`src/rtl/rtc_mc_pkg.sv`:
```
// rtl/rtc_mc_pkg.sv - register map and field positions shared by the rtc_mc files
package rtc_mc_pkg;

  typedef enum logic [4:0] {
    RTC_MC_CTRL   = 5'd0,
    RTC_MC_CNT    = 5'd1,
    RTC_MC_PERIOD = 5'd2,
    RTC_MC_PRESC  = 5'd3,
    RTC_MC_STATUS = 5'd4,
    RTC_MC_INTEN  = 5'd5,
    RTC_MC_CMP0   = 5'd8,
    RTC_MC_CMP1   = 5'd9,
    RTC_MC_CMP2   = 5'd10,
    RTC_MC_CMP3   = 5'd11
  } rtc_mc_reg_e;

  localparam int CTRL_EN_BIT      = 0;
  localparam int CTRL_ONESHOT_BIT = 1;
  localparam int STATUS_OVF_LSB   = 0;
  localparam int STATUS_CMP_LSB   = 16;
  localparam int INTEN_OVF_BIT    = 0;
  localparam int INTEN_CMP_LSB    = 16;

  function automatic logic [4:0] cmp_off(input int n);
    return 5'(int'(RTC_MC_CMP0) + n);
  endfunction

endpackage

```
`src/rtl/rtc_prescaler.sv`:
```
// rtl/rtc_prescaler.sv - divides clk by presc+1 and emits a one-clock tick
module rtc_prescaler
  import rtc_mc_pkg::*;
#(
  parameter int PRESC_WIDTH = 8
) (
  input  logic                   clk,
  input  logic                   rst,
  input  logic                   en,
  input  logic                   clr,
  input  logic [PRESC_WIDTH-1:0] presc,
  output logic                   tick
);

  logic [PRESC_WIDTH-1:0] pcnt;

  // clr comes from a CNT write, which must also swallow this cycle's tick
  assign tick = en && !clr && (pcnt == presc);

  always_ff @(posedge clk) begin
    if (!rst) begin
      pcnt <= '0;
    end else if (clr) begin
      pcnt <= '0;
    end else if (en) begin
      pcnt <= (pcnt == presc) ? '0 : pcnt + 1'b1;
    end
  end

endmodule

```
`src/rtl/rtc_mc.sv`:
```
// rtl/rtc_mc.sv - prescaled multi-channel RTC/timer with compare channels and
// a saturating overflow counter on the IO bus
module rtc_mc
  import rtc_mc_pkg::*;
#(
  parameter int ADDRESS           = 0,
  parameter int BUS_ADDR_DATA_LEN = 16,
  parameter int CNT_SIZE          = 16,
  parameter int PRESC_WIDTH       = 8,
  parameter int CHANNELS          = 2,
  parameter int PERIOD_STATIC     = 0,
  parameter int OVF_CNT_WIDTH     = 4
) (
  input  logic                         clk,
  input  logic                         rst,
  input  logic [BUS_ADDR_DATA_LEN-1:0] addr,
  input  logic                         wr_w,
  input  logic                         rd_w,
  input  logic [31:0]                  bus_in,
  output logic [31:0]                  bus_out,
  output logic                         req_bus,
  output logic                         intr,
  input  logic                         int_rst
);

  localparam logic [BUS_ADDR_DATA_LEN:0] BASE  = (BUS_ADDR_DATA_LEN+1)'(ADDRESS);
  localparam logic [BUS_ADDR_DATA_LEN:0] LIMIT = (BUS_ADDR_DATA_LEN+1)'(ADDRESS + 32);

  logic [4:0]               off;
  logic                     wr, rd, cnt_wr;
  logic                     en, oneshot;
  logic [CNT_SIZE-1:0]      cnt, period, period_m1;
  logic [PRESC_WIDTH-1:0]   presc;
  logic                     ovf_ie;
  logic [CHANNELS-1:0]      cmp_ie, cmpf, cmp_hit;
  logic [CNT_SIZE-1:0]      cmp [CHANNELS];
  logic [OVF_CNT_WIDTH-1:0] ovf_cnt;
  logic                     int_rst_q;
  logic                     tick, wrap, ovf_evt, clr_flags;
  logic                     unused_bus;

  assign req_bus    = ({1'b0, addr} >= BASE) && ({1'b0, addr} < LIMIT);
  assign off        = addr[4:0];
  assign wr         = req_bus && wr_w;
  assign rd         = req_bus && rd_w && !wr_w;
  assign cnt_wr     = wr && (off == RTC_MC_CNT);
  assign unused_bus = ^bus_in;

  rtc_prescaler #(.PRESC_WIDTH(PRESC_WIDTH)) u_presc (
    .clk   (clk),
    .rst   (rst),
    .en    (en && (period != '0)),
    .clr   (cnt_wr),
    .presc (presc),
    .tick  (tick)
  );

  assign period_m1 = period - 1'b1;
  assign wrap      = cnt >= period_m1;
  assign ovf_evt   = tick && wrap;
  assign clr_flags = (rd && (off == RTC_MC_STATUS)) || (int_rst && !int_rst_q);

  always_comb begin
    cmp_hit = '0;
    for (int n = 0; n < CHANNELS; n++) begin
      cmp_hit[n] = tick && (cnt == cmp[n]);
    end
  end

  always_ff @(posedge clk) begin
    if (!rst) begin
      en        <= 1'b0;
      oneshot   <= 1'b0;
      cnt       <= '0;
      period    <= CNT_SIZE'(PERIOD_STATIC);
      presc     <= '0;
      ovf_ie    <= 1'b0;
      cmp_ie    <= '0;
      cmpf      <= '0;
      ovf_cnt   <= '0;
      int_rst_q <= 1'b0;
      intr      <= 1'b0;
      for (int n = 0; n < CHANNELS; n++) cmp[n] <= '0;
    end else begin
      int_rst_q <= int_rst;
      intr      <= (ovf_ie && (ovf_cnt != '0)) || |(cmpf & cmp_ie);

      if (cnt_wr) cnt <= bus_in[CNT_SIZE-1:0];
      else if (tick) cnt <= wrap ? '0 : cnt + 1'b1;

      if (wr && (off == RTC_MC_CTRL)) begin
        en      <= bus_in[CTRL_EN_BIT];
        oneshot <= bus_in[CTRL_ONESHOT_BIT];
      end else if (ovf_evt && oneshot) begin
        en <= 1'b0;
      end

      if (wr && (off == RTC_MC_PERIOD)) period <= bus_in[CNT_SIZE-1:0];
      if (wr && (off == RTC_MC_PRESC))  presc  <= bus_in[PRESC_WIDTH-1:0];
      if (wr && (off == RTC_MC_INTEN)) begin
        ovf_ie <= bus_in[INTEN_OVF_BIT];
        cmp_ie <= bus_in[INTEN_CMP_LSB +: CHANNELS];
      end
      for (int n = 0; n < CHANNELS; n++) begin
        if (wr && (off == cmp_off(n))) cmp[n] <= bus_in[CNT_SIZE-1:0];
      end

      // an event in the clearing cycle survives the clear
      cmpf <= (clr_flags ? '0 : cmpf) | cmp_hit;
      if (clr_flags) ovf_cnt <= OVF_CNT_WIDTH'(ovf_evt);
      else if (ovf_evt && (ovf_cnt != '1)) ovf_cnt <= ovf_cnt + 1'b1;
    end
  end

  always_comb begin
    bus_out = '0;
    if (req_bus) begin
      case (off)
        RTC_MC_CTRL: begin
          bus_out[CTRL_EN_BIT]      = en;
          bus_out[CTRL_ONESHOT_BIT] = oneshot;
        end
        RTC_MC_CNT:    bus_out[CNT_SIZE-1:0]    = cnt;
        RTC_MC_PERIOD: bus_out[CNT_SIZE-1:0]    = period;
        RTC_MC_PRESC:  bus_out[PRESC_WIDTH-1:0] = presc;
        RTC_MC_STATUS: begin
          bus_out[STATUS_OVF_LSB +: OVF_CNT_WIDTH] = ovf_cnt;
          bus_out[STATUS_CMP_LSB +: CHANNELS]      = cmpf;
        end
        RTC_MC_INTEN: begin
          bus_out[INTEN_OVF_BIT]            = ovf_ie;
          bus_out[INTEN_CMP_LSB +: CHANNELS] = cmp_ie;
        end
        default: begin
          for (int n = 0; n < CHANNELS; n++) begin
            if (off == cmp_off(n)) bus_out[CNT_SIZE-1:0] = cmp[n];
          end
        end
      endcase
    end
  end

endmodule
```
`config.mk`:
```
export PLATFORM = sky130hd
export DESIGN_NAME = rtc_mc
export DESIGN_NICKNAME = d
export VERILOG_FILES = /design/src/rtl/rtc_mc_pkg.sv /design/src/rtl/rtc_prescaler.sv /design/src/rtl/rtc_mc.sv
export SDC_FILE = /design/constraint.sdc
export NUM_CORES = 1
export LEC_CHECK = 0
export ABC_AREA = 1
export BUFFER_PORTS_ARGS = -buffer_cell sky130_fd_sc_hd__buf_2
export CAP_MARGIN = 10
export CELL_PAD_IN_SITES_DETAIL_PLACEMENT = 0
export CELL_PAD_IN_SITES_GLOBAL_PLACEMENT = 1
export CORE_ASPECT_RATIO = 1.1
export CORE_MARGIN = 10
export CORE_UTILIZATION = 40
export DETAILED_ROUTE_END_ITERATION = 7
export PLACE_DENSITY_LB_ADDON = 0.15
export SYNTH_ARGS = -nofsm -noshare
export SYNTH_HDL_FRONTEND = slang
export SYNTH_SLANG_ARGS = --single-unit
export TNS_END_PERCENT = 30
```
`constraint.sdc`:
```
create_clock -name clk -period 7.1 [get_ports clk]
set_input_delay 1.775 -clock clk [delete_from_list [all_inputs] [get_ports clk]]
set_output_delay 1.775 -clock clk [all_outputs]
set_load 0.02 [all_outputs]
```
# After elaboration in Yosys (flattened, before gate mapping)
# Memory sizes are Yosys's and may differ from the RTL's.
# Index checks and enable logic that the tools add are counted.
dict set report classes {
  addsub 4
  n_mul 0
  n_div 0
  order_cmp 2
  eq_ne 11
  shift 0
  mux 27
  bitwise 5
  n_reduce_logical 38
}
# operator n
set op_table {}
lappend op_table {{2-to-1 mux 16 bit} 7}
lappend op_table {{equality test 16 bit} 2}
lappend op_table {{one-hot mux 8 bit (3 select lines)} 1}
lappend op_table {{logical AND 1 bit} 21}
lappend op_table {{2-to-1 mux 18 bit} 1}
lappend op_table {{adder 16 x 1 -> 16 bit (second input constant)} 1}
lappend op_table {{>= comparator 16 bit} 1}
lappend op_table {{less-than comparator 16 x 6 -> 1 bit (second input constant)} 1}
lappend op_table {{one-hot mux 4 bit (4 select lines)} 1}
lappend op_table {{nonzero test 16 bit} 1}
lappend op_table {{subtractor 16 x 1 -> 16 bit (second input constant)} 1}
lappend op_table {{one-hot mux 1 bit (6 select lines)} 2}
lappend op_table {{2-to-1 mux 1 bit} 11}
lappend op_table {{equality test 5 x 2 -> 1 bit (second input constant)} 2}
lappend op_table {{equality test 5 x 3 -> 1 bit (second input constant)} 2}
lappend op_table {{equality test 5 x 4 -> 1 bit (second input constant)} 2}
lappend op_table {{one-hot mux 2 bit (5 select lines)} 1}
lappend op_table {{adder 8 x 1 -> 8 bit (second input constant)} 1}
lappend op_table {{equality test 8 bit} 1}
lappend op_table {{2-to-1 mux 8 bit} 1}
lappend op_table {{OR reduction 2 bit} 4}
lappend op_table {{nonzero test 2 bit} 3}
lappend op_table {{equality test 5 x 1 -> 1 bit (second input constant)} 1}
lappend op_table {{zero test 5 bit} 1}
lappend op_table {{13 further kinds} 17}
dict set report word_totals {
  regBits 61
  latch_bits 0
  mem_bits_rw 32
  rom_bits 0
  in_bits 53
  output_inout_bits 34
  word_cells 101
  memories 1
}
# memory depth width read_ports rd_clocked_by_memory_dff write_ports line_no
set memory_table {}
lappend memory_table {cmp 2 16 2 0 2 rtc_mc.sv:36} ;# logic [CNT_SIZE-1:0] cmp [CHANNELS];

# Logic depth before layout (Yosys ltp)
dict set report depth {
  word_depth 10
  depth_mapped 18
  mapped_depth_nobuf 18
}

# By module
# From an unflattened synthesis, not the netlist that was laid out.
dict set report hier_totals {
  cells_unflattened 880
  hier_area_um2 6292.3
}
# module n_inst cells_per_inst area_each_um2 seq_area_each_um2
set by_module_without_submodules {}
lappend by_module_without_submodules {rtc_mc 1 803 5778.0 2021.9}
lappend by_module_without_submodules {rtc_prescaler 1 77 514.2 160.2}

# Worst setup path before layout
# Ideal clock, no wire load.
dict set report synth_timing {
  kind {in2out}
  from {input port addr[3]}
  to {output port bus_out[7]}
  t_arrival_ns 3.164
  t_required_ns 5.325
  setup_slack_ns 2.161
  stages 8
  path_buffers 1
  cell_sequence {nor2_2 inv_1 nor2_2 buf_2 inv_1 o21ai_1 a21oi_1 a211oi_1}
}
dict set report synth_via {
  elab_chain_len 5
  elab_cells_between_ends 14
  cone_classes {1 x order compare; 7 x eq/ne; 4 x mux; 2 x reduce/logical}
}
# item line_no
set synth_rtl {}
lappend synth_rtl {{start: declaration} rtc_mc.sv:16} ;# input logic [BUS_ADDR_DATA_LEN-1:0] addr,
lappend synth_rtl {{branches (longest 4 deep; another with less-than comparator 16 x 6 -> 1 bit)} n/a}
lappend synth_rtl {{2-to-1 mux 18 bit (*)} rtc_mc.sv:117} ;# if (req_bus) begin
lappend synth_rtl {{end: declaration} rtc_mc.sv:20} ;# output logic [31:0] bus_out,
# Mark *: on every way between the ends.

# Final worst setup path
dict set report layout_timing {
  from {input port addr[12]}
  to {output port bus_out[1]}
}
dict set report layout_via {
  elab_chain_len 2
}
# item line_no
set layout_rtl {}
lappend layout_rtl {{less-than comparator 16 x 6 -> 1 bit} rtc_mc.sv:42} ;# assign req_bus = ({1'b0, addr} >= BASE) && ({1'b0, addr} < LIMIT);
lappend layout_rtl {{2-to-1 mux 18 bit} rtc_mc.sv:117}
# Every way passes these cells.

==> flow_summary.ini <==
[yosys]
synth_cells = 858
synth_cell_type_count = 45
synth.avg_cell_area_sq_um = 7.122
synth_seq_cells = 93
yosysWarnings = 0
synth-seq-area-share = 0.3571
synth_top_area_share = 0.1998
synth_common_cells = nand2_1 (150), nor2_1 (113), inv_1 (109)
ys_top_cells_by_area = dfxtp_1 (20%), edfxtp_1 (16%), nand2_1 (9.2%)
synth-edff-count = 32
async_reset_ff_frac = 0
ys.flop_type = dfxtp_1
syn-cell-area_sq_um = 6111
yosys.cell_count.top_type = nand2_1
synth_top_area_cell = dfxtp_1

[placed_design]
gp_congestion = 0.9098
hpwl_microns = 15710
portBuffers = 58
post-place-ws_ns = 1.557
place_inst = 1086

[clocking]
clk_pin_slew_ns = 0.06
postCtsResizedCells = 0
cts_root_buf = clkbuf_16
postCtsSetupBuffers = 0
cts.sinks = 93
clock_latency_ns = 0.35
postCtsHoldBufs = 0
clock_path_buffers = 2
cts_made_buffers = 9
cts_htree_levels = 3
cts_tree = yes

[drt]
wl_per_cell_microns = 18.37
ant_nets = 0
vias_per_cell = 5.308
detailroute.via_count = 5849
drt_pass1_iterations = 5
drt-total-wl_microns = 20240
drt_iter0_markers = 531
drc = 0

[global_route]
antenna_found_initial = 0
globalRouteTotalUtil = 0.1943
grt_pass1_vias = 5463
grt_pass1_wl_microns = 30620
grt_max_degree = 40
grt_overflow = 0

[sta]
fmax_mhz = 180.7
worst_pin_slew_ns = 1.050
setup_tns_ns = 0
finalSetupViolations = 0
fin_skew_ns = 0.007515
fin_crit_ns = 5.533
drv_slew = 0
rsz0062_at_grt = no
hold_violations = 0
worst_slack_ns = 1.567
slew_headroom = 0.2992
fin_crit_sh = 0.7793

[setup_path]
cp.arrival_ns = 3.76
cp_max_fo = 14
crit_type = input pin to output port
crit_required_ns = 5.33
startpoint_type = input pin
cp-end-kind = output port

[floorplanning]
die_w_microns = 137.9
die_area_sq_um = 20630
start_util = 0.4075
num_rows = 47
num_io_pins = 87
die_h_microns = 149.6
coreArea_sq_um = 15000

[run]
drv_cap = 0

[power]
p_sw_frac = 0.2417
ir_drop_mv = 0.1018
p_seq_frac = 0.483
p_comb_frac = 0.062
p_clk_frac = 0.455
p_leak_uw = 0.003004
p_sw_uw = 283.5
p_per_area_nw_per_um2 = 172.2
internal-power_uw = 889.5

[layout]
n_antenna_cell = 0
drive_gt1_frac = 0.1280
stdcell_count = 1102
fin_nets = 975
syn2layout_area_growth_pct = 11.45

[run_status]
outcome = completed

[worst_hold_path]
hp-class = flop to flop
path summary, 6_finish.rpt:
path,start,to,slack [ns],cells after the start
max,addr[12],bus_out[1],1.57,9
min,cmp_ie[0]$_SDFFE_PN0P_,cmp_ie[0]$_SDFFE_PN0P_,0.48,2
max reg2reg,period[1]$_SDFFE_PN0P_,cnt[4]$_SDFFE_PN0P_,3.51,17
min reg2reg,cmp_ie[0]$_SDFFE_PN0P_,cmp_ie[0]$_SDFFE_PN0P_,0.48,2
final cells by class:
type / count / area, sq um
Clock buffer: 9 / 225.2
Multi-Input combinational cell: 615 / 3284
Clock inverter: 7 / 97.59
Sequential cell: 93 / 2182
Fill cell: 1597 / 8185
Inverter: 120 / 455.4
Timing Repair Buffer: 62 / 320.3
Tap cell: 196 / 245.2
per-layer routing:
metal | routed length (microns) | GRT usage | vias to the layer above
met3 | 1039 | 0.03152 | 24
met4 | 369 | 0.05741 | 0
met5 | 0 | 0 | -
li1 | - | - | 2910
met1 | 9202 | 0.2652 | 2746
met2 | 9631 | 0.3070 | 169
worst max-delay path, cell delays in order:
cell and delay, ns:
buf_2 0.10, nor2_1 0.09, nand2_1 0.06, nor2_2 0.25, nand2_1 0.48, inv_1 0.41, o21ai_0 0.21, a21oi_1 0.18
buf_2 0.19
sequential cells by signal (all words and copies together) (netlist names):
register,count
ovf_cnt,4
en,1
u_presc.pcnt,8
cnt,16
int_rst_q,1
presc,8
cmp_ie,2
oneshot,1
cmp,32
period,16
ovf_ie,1
cmpf,2
intr,1
power groups by stage:
stage	clock, uW	sequential, uW	combinational [uW]
2_1_floorplan	0	576	47.4
3_3_place_gp	0	578	71.2
3_5_place_dp	0	578	71.4
4_1_cts	542	566	71.7
5_1_grt	564	567	79.5
6_report	533	566	73.1
kinds of logic after synthesis:
family | share of synthesized area
buf+inv | 0.1138
xor+xnor | 0.05016
fa+ha+maj | 0.04300
simple gates | 0.2598
other cells | 0.0006137
flops | 0.3571
compound gates | 0.1755
placed cells by master (no fill, tap or decap), drive strengths merged, types with 2 or more instances in the layout:
| cell type | netlist | final |
|---|---|---|
| o21ai | 68 | 68 |
| conb | 1 | 14 |
| nor3b | 2 | 2 |
| nor4 | 2 | 2 |
| nand4 | 16 | 16 |
| clkinv | 2 | 3 |
| bufinv | 0 | 2 |
| a221oi | 5 | 5 |
| a211oi | 5 | 5 |
| inv | 118 | 119 |
| xnor2 | 6 | 6 |
| o22ai | 23 | 23 |
| clkbuf | 14 | 9 |
| ha | 21 | 21 |
| a21oi | 70 | 70 |
| clkinvlp | 0 | 3 |
| nand2 | 157 | 157 |
| o31ai | 2 | 2 |
| xor2 | 29 | 29 |
| nor2 | 124 | 124 |
| buf | 29 | 62 |
| a311oi | 7 | 7 |
| edfxtp | 32 | 32 |
| nor3 | 11 | 11 |
| nand3 | 43 | 43 |
| a31oi | 5 | 5 |
| dfxtp | 61 | 61 |
through the flow:
| step | hold WS [ns] | cell area, sq um | power, uW | utilization |
|---|---|---|---|---|
| floorplan | 0.4390 | 6160 | 623.2 | - |
| global placement | 0.4648 | 6487 | 649.5 | 0.4326 |
| detailed placement | 0.4721 | 6487 | 649.8 | 0.4326 |
| CTS | 0.4820 | 6810 | 1180 | 0.4542 |
| global route | 0.5094 | 6810 | 1211 | 0.4542 |
| finish | 0.4771 | 6810 | 1173 | 0.4542 |
No activity file was read; power rests on OpenSTA's default activity.
